===== config.mk =====
export PLATFORM = sky130hd
export DESIGN_NAME = tt_um_combo_lock_ctrl
export DESIGN_NICKNAME = d
export VERILOG_FILES = /design/src/rtl/lock_pkg.sv /design/src/rtl/sync_edge.sv /design/src/rtl/tt_um_combo_lock_ctrl.sv
export SDC_FILE = /design/constraint.sdc
export NUM_CORES = 1
export LEC_CHECK = 0
export BUFFER_PORTS_ARGS = -buffer_cell sky130_fd_sc_hd__buf_2
export CORE_AREA = 2 2 83 85
export DETAILED_ROUTE_END_ITERATION = 10
export DIE_AREA = 0 0 85 87
export PLACE_DENSITY = 0.69
export SETUP_SLACK_MARGIN = 0.4
export SLEW_MARGIN = 20
export SYNTH_ARGS = -nofsm -noshare
export SYNTH_HDL_FRONTEND = slang
export SYNTH_SLANG_ARGS = --single-unit

===== constraint.sdc =====
create_clock -name clk -period 5.2 [get_ports clk]
set_clock_uncertainty 0.1 [all_clocks]
set_input_delay 0.52 -clock clk [delete_from_list [all_inputs] [get_ports clk]]
set_output_delay 0.52 -clock clk [all_outputs]
set_load 0.01 [all_outputs]

===== src/rtl/lock_pkg.sv =====
// lock_pkg
// Shared types and constants for the three-step combination lock.
//   lock_state_e : controller state (ARMED carries a separate step count)
//   SEG_*        : 7-segment patterns, bit order {g,f,e,d,c,b,a}
//   UIO_OE_VAL   : bidirectional pad direction (low nibble driven)
//   seg_for()    : display pattern for a given state/step
package lock_pkg;

    typedef enum logic [1:0] {
        ST_ARMED   = 2'd0,
        ST_OPEN    = 2'd1,
        ST_LOCKOUT = 2'd2
    } lock_state_e;

    localparam logic [6:0] SEG_0 = 7'h3F;
    localparam logic [6:0] SEG_1 = 7'h06;
    localparam logic [6:0] SEG_2 = 7'h5B;
    localparam logic [6:0] SEG_U = 7'h3E;
    localparam logic [6:0] SEG_L = 7'h38;

    localparam logic [7:0] UIO_OE_VAL = 8'h0F;

    function automatic logic [6:0] seg_for(input lock_state_e st, input logic [1:0] step);
        logic [6:0] seg;
        seg = SEG_0;
        case (st)
            ST_OPEN:    seg = SEG_U;
            ST_LOCKOUT: seg = SEG_L;
            default: begin
                case (step)
                    2'd1:    seg = SEG_1;
                    2'd2:    seg = SEG_2;
                    default: seg = SEG_0;
                endcase
            end
        endcase
        return seg;
    endfunction

endpackage


===== src/rtl/sync_edge.sv =====
// sync_edge
// Two-flop synchronizer for an asynchronous input bus plus a registered
// one-cycle rising-edge pulse on the top bit.
//   clk, rst_n : clock, asynchronous active-low reset
//   async_in   : raw asynchronous inputs
//   sync_out   : synchronized copy (two clocks of latency)
//   rise_p     : one-cycle pulse, high on the 2nd edge after async_in[MSB]
//                is first sampled high
module sync_edge #(
    parameter int WIDTH = 8
) (
    input  logic             clk,
    input  logic             rst_n,
    input  logic [WIDTH-1:0] async_in,
    output logic [WIDTH-1:0] sync_out,
    output logic             rise_p
);

    logic [WIDTH-1:0] meta_q, meta_d;
    logic [WIDTH-1:0] sync_q, sync_d;
    logic [1:0]       fill_q, fill_d;
    logic             prev_q, prev_d;
    logic             rise_q, rise_d;
    logic             valid;

    // fill_q marks when sync_q holds genuine samples rather than reset zeros.
    // Until then prev_q is held high, so a button already held through reset
    // release must be seen low before any edge can be reported.
    assign valid = fill_q[1];

    always_comb begin
        meta_d = async_in;
        sync_d = meta_q;
        fill_d = {fill_q[0], 1'b1};
        prev_d = valid ? sync_q[WIDTH-1] : 1'b1;
        rise_d = valid & sync_q[WIDTH-1] & ~prev_q;
    end

    always_ff @(posedge clk or negedge rst_n) begin
        if (!rst_n) begin
            meta_q <= '0;
            sync_q <= '0;
            fill_q <= '0;
            prev_q <= 1'b1;
            rise_q <= 1'b0;
        end else begin
            meta_q <= meta_d;
            sync_q <= sync_d;
            fill_q <= fill_d;
            prev_q <= prev_d;
            rise_q <= rise_d;
        end
    end

    assign sync_out = sync_q;
    assign rise_p   = rise_q;

endmodule


===== src/rtl/tt_um_combo_lock_ctrl.sv =====
// tt_um_combo_lock_ctrl
// Three-step combination lock at TinyTapeout tile level.
//   clk, rst_n : clock, asynchronous active-low reset
//   ena        : tile enable (ignored)
//   ui_in      : [6:0] code switches, [7] ENTER button (asynchronous)
//   uio_in     : unused
//   uo_out     : [6:0] segments a..g, [7] UNLOCK
//   uio_out    : [1:0] fail count, [2] lockout, [3] enter pulse, [7:4] 0
//   uio_oe     : constant 8'h0F
module tt_um_combo_lock_ctrl
    import lock_pkg::*;
#(
    parameter logic [6:0] CODE0       = 7'h42,
    parameter logic [6:0] CODE1       = 7'h24,
    parameter logic [6:0] CODE2       = 7'h18,
    parameter int         CNT_W       = 24,
    parameter int         OPEN_CYCLES = 10_000_000,
    parameter int         LOCK_CYCLES = 30_000_000,
    parameter int         MAX_FAILS   = 3
) (
    input  logic       clk,
    input  logic       rst_n,
    input  logic       ena,
    input  logic [7:0] ui_in,
    input  logic [7:0] uio_in,
    output logic [7:0] uo_out,
    output logic [7:0] uio_out,
    output logic [7:0] uio_oe
);

    // The timer is widened beyond CNT_W when needed so the default lockout
    // count (30M) still fits without truncation.
    localparam int MAX_CYC = (OPEN_CYCLES > LOCK_CYCLES) ? OPEN_CYCLES : LOCK_CYCLES;
    localparam int TMR_W   = (CNT_W > $clog2(MAX_CYC)) ? CNT_W : $clog2(MAX_CYC);

    localparam logic [TMR_W-1:0] OPEN_LOAD = TMR_W'(OPEN_CYCLES - 1);
    localparam logic [TMR_W-1:0] LOCK_LOAD = TMR_W'(LOCK_CYCLES - 1);
    localparam logic [TMR_W-1:0] TMR_ONE   = TMR_W'(1);
    localparam logic [1:0]       FAIL_LIM  = 2'(MAX_FAILS);

    logic [7:0] sync_ui;
    logic       enter_p;

    sync_edge #(.WIDTH(8)) u_sync (
        .clk      (clk),
        .rst_n    (rst_n),
        .async_in (ui_in),
        .sync_out (sync_ui),
        .rise_p   (enter_p)
    );

    lock_state_e      state_q, state_d;
    logic [1:0]       step_q, step_d;
    logic [1:0]       fail_q, fail_d;
    logic [TMR_W-1:0] timer_q, timer_d;
    logic [6:0]       seg_q, seg_d;
    logic             unlock_q, unlock_d;
    logic             lockout_q, lockout_d;

    logic [6:0] code_exp;
    logic [1:0] fail_inc;

    always_comb begin
        case (step_q)
            2'd0:    code_exp = CODE0;
            2'd1:    code_exp = CODE1;
            default: code_exp = CODE2;
        endcase
    end

    assign fail_inc = fail_q + 2'd1;

    always_comb begin
        state_d = state_q;
        step_d  = step_q;
        fail_d  = fail_q;
        timer_d = timer_q;

        case (state_q)
            ST_ARMED: begin
                if (enter_p) begin
                    if (sync_ui[6:0] == code_exp) begin
                        if (step_q == 2'd2) begin
                            state_d = ST_OPEN;
                            step_d  = 2'd0;
                            timer_d = OPEN_LOAD;
                            fail_d  = 2'd0;
                        end else begin
                            step_d = step_q + 2'd1;
                        end
                    end else begin
                        step_d = 2'd0;
                        if (fail_inc == FAIL_LIM) begin
                            state_d = ST_LOCKOUT;
                            timer_d = LOCK_LOAD;
                            fail_d  = 2'd0;
                        end else begin
                            fail_d = fail_inc;
                        end
                    end
                end
            end

            ST_OPEN: begin
                if (enter_p || timer_q == '0) begin
                    state_d = ST_ARMED;
                    step_d  = 2'd0;
                    timer_d = '0;
                end else begin
                    timer_d = timer_q - TMR_ONE;
                end
            end

            ST_LOCKOUT: begin
                // enter_p deliberately ignored here
                if (timer_q == '0) begin
                    state_d = ST_ARMED;
                    step_d  = 2'd0;
                end else begin
                    timer_d = timer_q - TMR_ONE;
                end
            end

            default: begin
                state_d = ST_ARMED;
                step_d  = 2'd0;
                fail_d  = 2'd0;
                timer_d = '0;
            end
        endcase

        // Display and status come from the next state so they move with it.
        seg_d     = seg_for(state_d, step_d);
        unlock_d  = (state_d == ST_OPEN);
        lockout_d = (state_d == ST_LOCKOUT);
    end

    always_ff @(posedge clk or negedge rst_n) begin
        if (!rst_n) begin
            state_q   <= ST_ARMED;
            step_q    <= 2'd0;
            fail_q    <= 2'd0;
            timer_q   <= '0;
            seg_q     <= SEG_0;
            unlock_q  <= 1'b0;
            lockout_q <= 1'b0;
        end else begin
            state_q   <= state_d;
            step_q    <= step_d;
            fail_q    <= fail_d;
            timer_q   <= timer_d;
            seg_q     <= seg_d;
            unlock_q  <= unlock_d;
            lockout_q <= lockout_d;
        end
    end

    assign uo_out  = {unlock_q, seg_q};
    assign uio_out = {4'b0000, enter_p, lockout_q, fail_q};
    assign uio_oe  = UIO_OE_VAL;

    logic unused_ok;
    assign unused_ok = &{1'b0, ena, uio_in, sync_ui[7]};

endmodule


---- Yosys cells after proc, flatten, opt, wreduce, memory -nomap -nowiden ----
Index checks and enable logic that the tools add are counted.
word-level totals
  output and inout port bits .............. 24
  bits of input ports ..................... 19
  bits in registers ....................... 60
operators by class
  reduce and logical (&&, ||, !) cells .... 7
  eq/ne operators ......................... 14
  muxes and demuxes ....................... 29
  add/subtract/negate cells ............... 3
  bitwise gates (word level) .............. 4
operators by type and width
  kind                                                                    number
  25-bit two-way mux                                                      6
  25-bit case mux with 3 select lines                                     1
  7-bit case mux with 2 select lines                                      3
  2-bit two-way mux                                                       15
  25-bit zero test                                                        1
  25-bit by 1-bit subtractor with 25-bit output (second input constant)   1
  2-bit case mux with 3 select lines                                      2
  2-bit equality test (second input constant)                             5
  2-bit by 1-bit equality test with 1-bit output (second input constant)  4
  7-bit equality test                                                     1
  3-bit != test (second input constant)                                   2
  2-bit by 1-bit adder with 2-bit output (second input constant)          2
  2-bit zero test                                                         2
  2-bit case mux with 2 select lines                                      1
  4-bit AND reduction                                                     1
  3-bit AND reduction                                                     1
  1-bit AND                                                               2
  2-bit by 1-bit != test with 1-bit output (second input constant)        1
  2-bit != test (second input constant)                                   1
  1-bit inverter                                                          2
  2-bit OR reduction                                                      1
  1-bit logical OR                                                        1
  1-bit two-way mux                                                       1

---- Longest topological paths before layout ----
Gate-level depths: netlist of the first run.
  word-level depth ........................ 9
  gate-level depth with buffers ........... 10
  mapped depth without buffers ............ 10

---- Cells and area by module ----
A second synthesis of the first run with hierarchy kept.
second synthesis, totals
  cells, all modules ...................... 320
  area total of the unflattened synthesis .. 3071.7 µm²
by module, submodules not included
  module                 seq. area each (µm²)  instances  cells an instance  area each (µm²)
  tt_um_combo_lock_ctrl  982.2                 1          297                2551.2
  sync_edge              501.7                 1          23                 520.5

---- Worst setup path before layout of the first run ----
Ideal clock, no wire load.
  path kind ............................... register to register
  from .................................... register timer_q[0]
  to ...................................... register seg_q[2]
  setup time .............................. 75 ps
  arrival ................................. 2242 ps
  path slack .............................. 2783 ps
  stages on the path, launching flop included .. 10
  cell sequence ........................... dfrtp_1 > inv_1 > ha_1 > nor4b_1 > nand4_1 > o21ai_1 > a21boi_1 > o32ai_1 > ha_1 > mux2i_1
RTL lines
  what                                                                                          RTL line                                                    RTL
  start: declaration                                                                            tt_um_combo_lock_ctrl.sv:55                                 logic [TMR_W-1:0] timer_q, timer_d;
  start signal: assignment                                                                      tt_um_combo_lock_ctrl.sv:151                                timer_q <= timer_d;
  25-bit zero test *                                                                            tt_um_combo_lock_ctrl.sv:105, tt_um_combo_lock_ctrl.sv:116
  1-bit logical OR                                                                              tt_um_combo_lock_ctrl.sv:105                                if (enter_p || timer_q == '0) begin
  2-bit two-way mux                                                                             tt_um_combo_lock_ctrl.sv:105
  2-bit case mux with 3 select lines *                                                          tt_um_combo_lock_ctrl.sv:79                                 case (state_q)
  via state_d[1]                                                                                tt_um_combo_lock_ctrl.sv:52                                 lock_state_e state_q, state_d;
  2-bit equality test / 2-bit by 1-bit equality test with 1-bit output (equally long branches)  lock_pkg.sv:26                                              case (st)
  7-bit case mux with 2 select lines *                                                          lock_pkg.sv:26
  via seg_d[2]                                                                                  tt_um_combo_lock_ctrl.sv:56                                 logic [6:0] seg_q, seg_d;
  end signal: assignment                                                                        tt_um_combo_lock_ctrl.sv:152                                seg_q <= seg_d;
  end: declaration                                                                              tt_um_combo_lock_ctrl.sv:56
The timed path passes the listed nets; every way through them passes the cells marked *.
A chain may end at the register's enable or synchronous reset.

---- Final worst setup path of the first run ----
  from .................................... register state_q[1]
  to ...................................... register seg_q[6]
between the ends
  cells in the longest elaborated chain, start to end .. 6
RTL lines
  what                                                                                          RTL line                                                  RTL
  start: declaration                                                                            tt_um_combo_lock_ctrl.sv:52
  start signal: assignment                                                                      tt_um_combo_lock_ctrl.sv:148                              state_q <= state_d;
  2-bit two-way mux (on tied branches)                                                          tt_um_combo_lock_ctrl.sv:93, tt_um_combo_lock_ctrl.sv:83
  2-bit two-way mux                                                                             tt_um_combo_lock_ctrl.sv:82                               if (sync_ui[6:0] == code_exp) begin
  2-bit two-way mux                                                                             tt_um_combo_lock_ctrl.sv:81                               if (enter_p) begin
  2-bit case mux with 3 select lines *                                                          tt_um_combo_lock_ctrl.sv:79
  via state_d[1]                                                                                tt_um_combo_lock_ctrl.sv:52
  2-bit equality test / 2-bit by 1-bit equality test with 1-bit output (equally long branches)  lock_pkg.sv:26
  7-bit case mux with 2 select lines *                                                          lock_pkg.sv:26
  via seg_d[6]                                                                                  tt_um_combo_lock_ctrl.sv:56
Marks and branches as above.

==> results of run 1 <==
-- how the worst max path moves through the flow --
stage                                       from                 endpoint  cells after the start
after detailed placement  timer_q[0]$_DFFE_PN0P_  timer_q[17]$_DFFE_PN0P_                      7
after floorplan           timer_q[0]$_DFFE_PN0P_       seg_q[2]$_DFF_PN1_                      9
final                       state_q[1]$_DFF_PN0_       seg_q[6]$_DFF_PN0_                      8
after CTS                 timer_q[0]$_DFFE_PN0P_  timer_q[17]$_DFFE_PN0P_                      7
after global routing      timer_q[0]$_DFFE_PN0P_       seg_q[2]$_DFF_PN1_                      9
after global placement    timer_q[0]$_DFFE_PN0P_  timer_q[17]$_DFFE_PN0P_                      7
-- kinds of logic after synthesis --
| logic type | Yosys count | share of synthesized area, % |
|---|---|---|
| AOI/OAI and AO/OA | 105 | 21.7 |
| and+or+nand+nor | 98 | 17.8 |
| DFF | 59 | 47.5 |
| buffers and inverters | 41 | 7.37 |
| adders and majority gates | 11 | 4.41 |
| muxes | 3 | 0.962 |
| other | 2 | 0.240 |
-- layout by cell type (no fill, tap or decap), drive strengths merged, types with 3 or more instances in the layout --
cell and n:
clkbuf 11, o21ai 49, o31ai 3, a21oi 23, nor3 9, nor2b 5, and2 3, mux2i 3
nand2 14, dfrtp 53, nand2b 7, nor2 29, buf 23, a31oi 11, ha 11, nand3 4
conb 13, nor4 6, dfstp 6, or2 4, nand4 3, inv 13
-- sequential cells by signal, summed over array words and instances (netlist names), 2 cells and up --
register         count
u_sync.sync_out      8
timer_q             25
state_q              2
seg_q                6
step_q               2
u_sync.fill_q        2
fail_q               2
u_sync.meta_q        8
-- layer usage --
metal | GRT usage, % | routed length, um | vias to the layer above | share of wire [%]
li1 | - | - | 1150 | -
met1 | 23.4 | 2690 | 1156 | 45
met2 | 28.5 | 2860 | 57 | 48
met3 | 4.55 | 372 | 10 | 6.2
met4 | 6.49 | 99 | 0 | 1.6
met5 | 0 | 0 | - | 0
-- where the power goes --
group	switching, mW	internal [mW]
sequential	0.0861	0.556
combinational	0.275	0.162
clock	0.182	0.220
total	0.543	0.938
-- synth_stat cells (4+ instances only) --
| cell type | count |
|---|---|
| a31oi_1 | 11 |
| nor2b_1 | 5 |
| ha_1 | 11 |
| nor2_1 | 29 |
| nand2b_1 | 7 |
| a21oi_1 | 22 |
| dfstp_2 | 6 |
| inv_1 | 13 |
| nand3_1 | 4 |
| o21ai_0 | 8 |
| dfrtp_1 | 53 |
| o21ai_1 | 40 |
| buf_4 | 18 |
| buf_2 | 7 |
| nand2_1 | 14 |
| nor3_1 | 9 |
-- cell type report --
| class | count | area (um2) | share of cell area [%] |
|---|---|---|---|
| clock buffers | 11 | 131 | 3.88 |
| well taps | 80 | 100 | 2.95 |
| inverters | 13 | 48.8 | 1.44 |
| clock inverters | 5 | 55.1 | 1.62 |
| repair buffers | 23 | 120 | 3.54 |
| flip-flops and latches | 59 | 1480 | 43.8 |
| multi-input cells | 230 | 1450 | 42.8 |
==> flow_metrics.py, run 1 <==
metrics = {
    "setup_path": {
        "critPathMaxStageDelay_ns": 0.67,
        "cp_num_buf_inv": 2,
        "end_kind": "register",
        "worstPathCellList": "inv_1 > ha_1 > inv_1 > nor2_1 > nand2_1 > o32ai_1 > ha_1 > and2_1",
        "ff2ff_setup_slack_ns": 2.30,
        "cp.arrival_ns": 3.03,
        "path_class": "register to register",
        "crit_slowest_cell": "nor2_1",
        "reg2reg_to": "seg_q[6]$_DFF_PN0_",
        "r2r_start": "state_q[1]$_DFF_PN0_",
        "reg2reg_depth": 8,
        "required_ns": 5.33,
        "crit_path_start_kind": "register",
        "critPathTopFamily": "simple AND/OR/NAND/NOR gates",
        "path_max_fanout": 11,
    },
    "timing": {
        "fmax_mhz": 345,
        "holdWs_ns": 0.183,
        "setup_ws_ns": 2.30,
        "finalMaxSlewViolations": 0,
        "setup_viol": 0,
        "fin_crit_ns": 2.90,
        "hold_viol": 0,
        "slew_headroom_pct": 35.0,
        "setup_tns_ns": 0,
        "grt_setup_unrepaired": "no",
        "max_slew.worst_pin.slew_ns": 0.968,
        "fin_crit_sh_pct": 55.7,
    },
    "global_routing": {
        "grt_use_total_pct": 17.8,
        "grt_start_max_net_pins": 60,
        "overflow": 0,
        "grt_pass1_vias": 2227,
        "antenna_found_initial": 0,
        "grt_pass1_wl_mm": 10.3,
    },
    "power": {
        "leakagePower_nw": 1.49,
        "peakVddDrop_mv": 0.174,
        "power_mw": 1.48,
        "power_density_nw_per_um2": 437,
    },
    "yosys": {
        "ys.flop_type": "dfrtp_1",
        "synth_top_area_share_pct": 42.5,
        "ys_ff_latch": 59,
        "synthArstFlopShare_pct": 100,
        "synth-warning-count": 0,
        "synth_top_area_cell": "dfrtp_1",
        "seq_area_frac_synth_pct": 47.5,
        "synth_area_leaders": "dfrtp_1, o21ai_1, dfstp_2",
        "avgSynthCellArea_um2": 9.79,
        "syn_area_um2": 3120,
        "synth_edf_count": 0,
        "synth.distinct_cells": 57,
        "synth_cells": 319,
    },
    "clock_tree": {
        "htree_levels": 3,
        "cts_num_sinks": 59,
        "cts_inserted_buffers": 9,
        "cts_tree": "yes",
        "cts.path.max_buffers": 2,
        "insertion_delay_ns": 0.34,
        "holdBufCountCts": 0,
        "cts.clk_slew.worst_paths_ns": 0.07,
        "root_buffer": "clkbuf_8",
        "cts_setup_buffers": 0,
        "cts_resized": 0,
    },
    "hold_path": {
        "hold_path_end": "u_sync.meta_q[3]$_DFF_PN0_",
        "hold_class": "input port to register",
        "holdPathStages": 1,
        "min_from": "ui_in[3]",
    },
    "detailed_routing": {
        "drc_errors": 0,
        "antenna_left": 0,
        "routed_wl_mm": 6.03,
        "via_per_inst": 5.64,
        "drt_iter0_markers": 157,
        "firstDrtPassIters": 4,
        "via_count": 2373,
        "wl_per_cell_um": 14.3,
    },
    "floorplanning": {
        "io_pins": 43,
        "initial_core_util_pct": 47.5,
        "die-height_um": 87,
        "fp.dieW_um": 85,
        "die-area_um2": 7400,
        "core_area_um2": 6570,
        "row_count": 30,
    },
    "final_layout": {
        "fin_cells": 421,
        "postLayoutCellArea_um2": 3390,
        "final_layout_size_suffix_gt1_share_pct": 18.2,
        "nets": 366,
        "utilization_pct": 51.6,
        "area_growth_pct": 8.53,
        "n_antenna_cell": 0,
        "fill_cells": 596,
    },
    "placed_design": {
        "place_ws_ns": 2.32,
        "routabilityCongestion": 0.787,
        "dp.cells": 405,
        "place_area_um2": 3200,
        "hpwl_mm": 4.02,
        "port_buffers": 21,
    },
    "flow_run": {
        "maxCapViolations": 0,
    },
    "run_status": {
        "status": "completed",
    },
}
Note: power is estimated with default switching activity, not from simulation.
==> run 2, diff against run 1 <==
- clock period: 5.2 -> 3 ns (I/O delays scaled with it)
==> run 2 against run 1 <==
Compared with the run above: setup slack got worse by 1.8 ns; total power increased by 84%; final cell count increased by 5.5%; fmax increased by 17%; critical path depth unchanged; sequential share of layout area decreased by 3.4 points; global-route usage increased by 1.0 points; die area unchanged; via count increased by 5.0%; flip-flop and latch count unchanged; critical path type unchanged; largest cell class is now multi-input combinational cells.
==> flow_metrics.py, run 2 (same netlist as run 1, synthesis figures left out) <==
metrics = {
    "global_routing": {
        "grt_use_total_pct": 18.8,
        "grt_start_max_net_pins": 60,
        "grt_pass1_wl_mm": 11.1,
        "antenna_found_initial": 0,
        "overflow": 0,
        "grt_pass1_vias": 2412,
    },
    "detailed_routing": {
        "drt_iter0_markers": 131,
        "via_per_inst": 5.61,
        "firstDrtPassIters": 4,
        "drc_errors": 0,
        "routed_wl_mm": 6.39,
        "antenna_left": 0,
        "via_count": 2491,
        "wl_per_cell_um": 14.4,
    },
    "power": {
        "leakagePower_nw": 1.62,
        "clock_power_share_pct": 28.0,
        "power_density_nw_per_um2": 742,
        "netSwitchingPower_mw": 0.973,
        "peakVddDrop_mv": 0.302,
        "intPower_mw": 1.76,
        "combPwrFrac_pct": 30.1,
        "netSwitchingFraction_pct": 35.6,
        "power_mw": 2.73,
        "p_seq_share_pct": 41.8,
    },
    "final_layout": {
        "fin_cells": 444,
        "area_growth_pct": 17.8,
        "largest_reg_flops": 25,
        "n_antenna_cell": 0,
        "utilization_pct": 56.0,
        "top_register": "timer_q",
        "final_cell_mix": "dfrtp_1, o21ai_1, nor2_1",
        "final_common_cell": "dfrtp_1",
        "final_layout_size_suffix_gt1_share_pct": 23.1,
        "nets": 389,
    },
    "floorplanning": {
        "io_pins": 43,
        "die-area_um2": 7400,
        "die-height_um": 87,
        "core_area_um2": 6570,
        "row_count": 30,
        "fp.dieW_um": 85,
        "initial_core_util_pct": 47.5,
    },
    "timing": {
        "hold_viol": 0,
        "fin_crit_ns": 2.47,
        "fmax_mhz": 404,
        "setup_ws_ns": 0.525,
        "setup_viol": 0,
        "max_slew.worst_pin.slew_ns": 0.730,
        "slew_headroom_pct": 51.4,
        "grt_setup_unrepaired": "yes",
        "finalMaxSlewViolations": 0,
        "fin_crit_sh_pct": 82.5,
        "setup_tns_ns": 0,
    },
    "clock_tree": {
        "root_buffer": "clkbuf_8",
        "cts_inserted_buffers": 9,
        "cts_tree": "yes",
        "cts.clk_slew.worst_paths_ns": 0.07,
        "htree_levels": 3,
        "cts.path.max_buffers": 2,
        "insertion_delay_ns": 0.33,
        "cts_num_sinks": 59,
    },
    "setup_path": {
        "critPathMaxStageDelay_ns": 0.43,
        "critPathTopFamily": "compound AO/OA/AOI/OAI gates",
        "path_max_fanout": 5,
        "crit_slowest_cell": "a2111o_1",
        "cp_num_buf_inv": 0,
        "end_kind": "register",
        "required_ns": 3.15,
        "path_class": "register to register",
        "crit_path_start_kind": "register",
        "worstPathCellList": "a2111o_1 > a21oi_2 > o21ai_1 > nor2_1 > nand2_1 > a22o_1 > ha_1 > mux2i_1",
        "cp.arrival_ns": 2.63,
    },
    "placed_design": {
        "dp.cells": 413,
        "hpwl_mm": 4.18,
        "place_ws_ns": 0.229,
        "port_buffers": 21,
        "routabilityCongestion": 0.801,
    },
    "flow_run": {
        "maxCapViolations": 0,
    },
    "run_status": {
        "status": "completed",
    },
    "hold_path": {
        "hold_class": "input port to asynchronous set/reset pin",
    },
}
==> run 2: cell count changes in the layout (fill, tap and decap cells not counted), sizes merged <==
cell	previous run	this run
buf	23	38
bufinv	1	2
clkinv	2	3
clkinvlp	2	0
dlygate4sd3	0	8
==> run 2: layer usage <==
metal  up-vias  share of wire [%]  wire length [um]  track usage, %
li1       1199                  -                 -               -
met1      1217                 45              2880            25.4
met2        62                 49              3100            29.6
met3        13                4.4               283            3.41
met4         0                2.0               125            8.51
met5         -                  0                 0               0
==> run 2: path summary, 6_finish.rpt <==
kind	startpoint	endpoint	slack, ns	cells after the start
max in group asynchronous	rst_n	step_q[1]$_DFF_PN0_	2.28	2
worst max-delay path	u_sync.sync_out[1]$_DFF_PN0_	seg_q[2]$_DFF_PN1_	0.53	8
worst max register to register	u_sync.sync_out[1]$_DFF_PN0_	seg_q[2]$_DFF_PN1_	0.53	8
worst min-delay path	rst_n	u_sync.meta_q[6]$_DFF_PN0_	0.002	2
min in group clk	u_sync.meta_q[5]$_DFF_PN0_	u_sync.sync_out[5]$_DFF_PN0_	0.25	0
worst min register to register	u_sync.meta_q[5]$_DFF_PN0_	u_sync.sync_out[5]$_DFF_PN0_	0.25	0
==> run 2: stage by stage <==
stage                     cell area, um2  hold WS (ns)
after floorplan                     3160       -0.0956
after global placement              3260         0.232
after detailed placement            3260         0.236
after CTS                           3580        0.0331
after global routing                3680        0.0790
final                               3680       0.00173
==> run 2: layout make-up <==
type | instances | area, um2
fillers | 561 | 2890
repair buffers | 46 | 313
flip-flops and latches | 59 | 1490
clock inverters | 5 | 78.8
well taps | 80 | 100
inverters | 13 | 48.8
clock buffers | 11 | 131
multi-input cells | 230 | 1520
==> run 2: power by group through the flow <==
stage | registers (mW) | clock network [mW] | logic [mW]
6_report | 1.14 | 0.765 | 0.824
5_1_grt | 1.17 | 0.828 | 0.935
4_1_cts | 1.12 | 0.785 | 0.807
3_5_place_dp | 1.12 | 0 | 0.791
3_3_place_gp | 1.12 | 0 | 0.767
2_1_floorplan | 1.10 | 0 | 0.598
==> run 2: repair_timing <==
item	in CTS	in global routing
hold endpoints to repair	8	0
hold buffers	8	0
gates resized for setup	3	9
gates cloned	0	0
endpoints found under the setup margin	5	15
buffers inserted	1	6
pin swaps	1	6
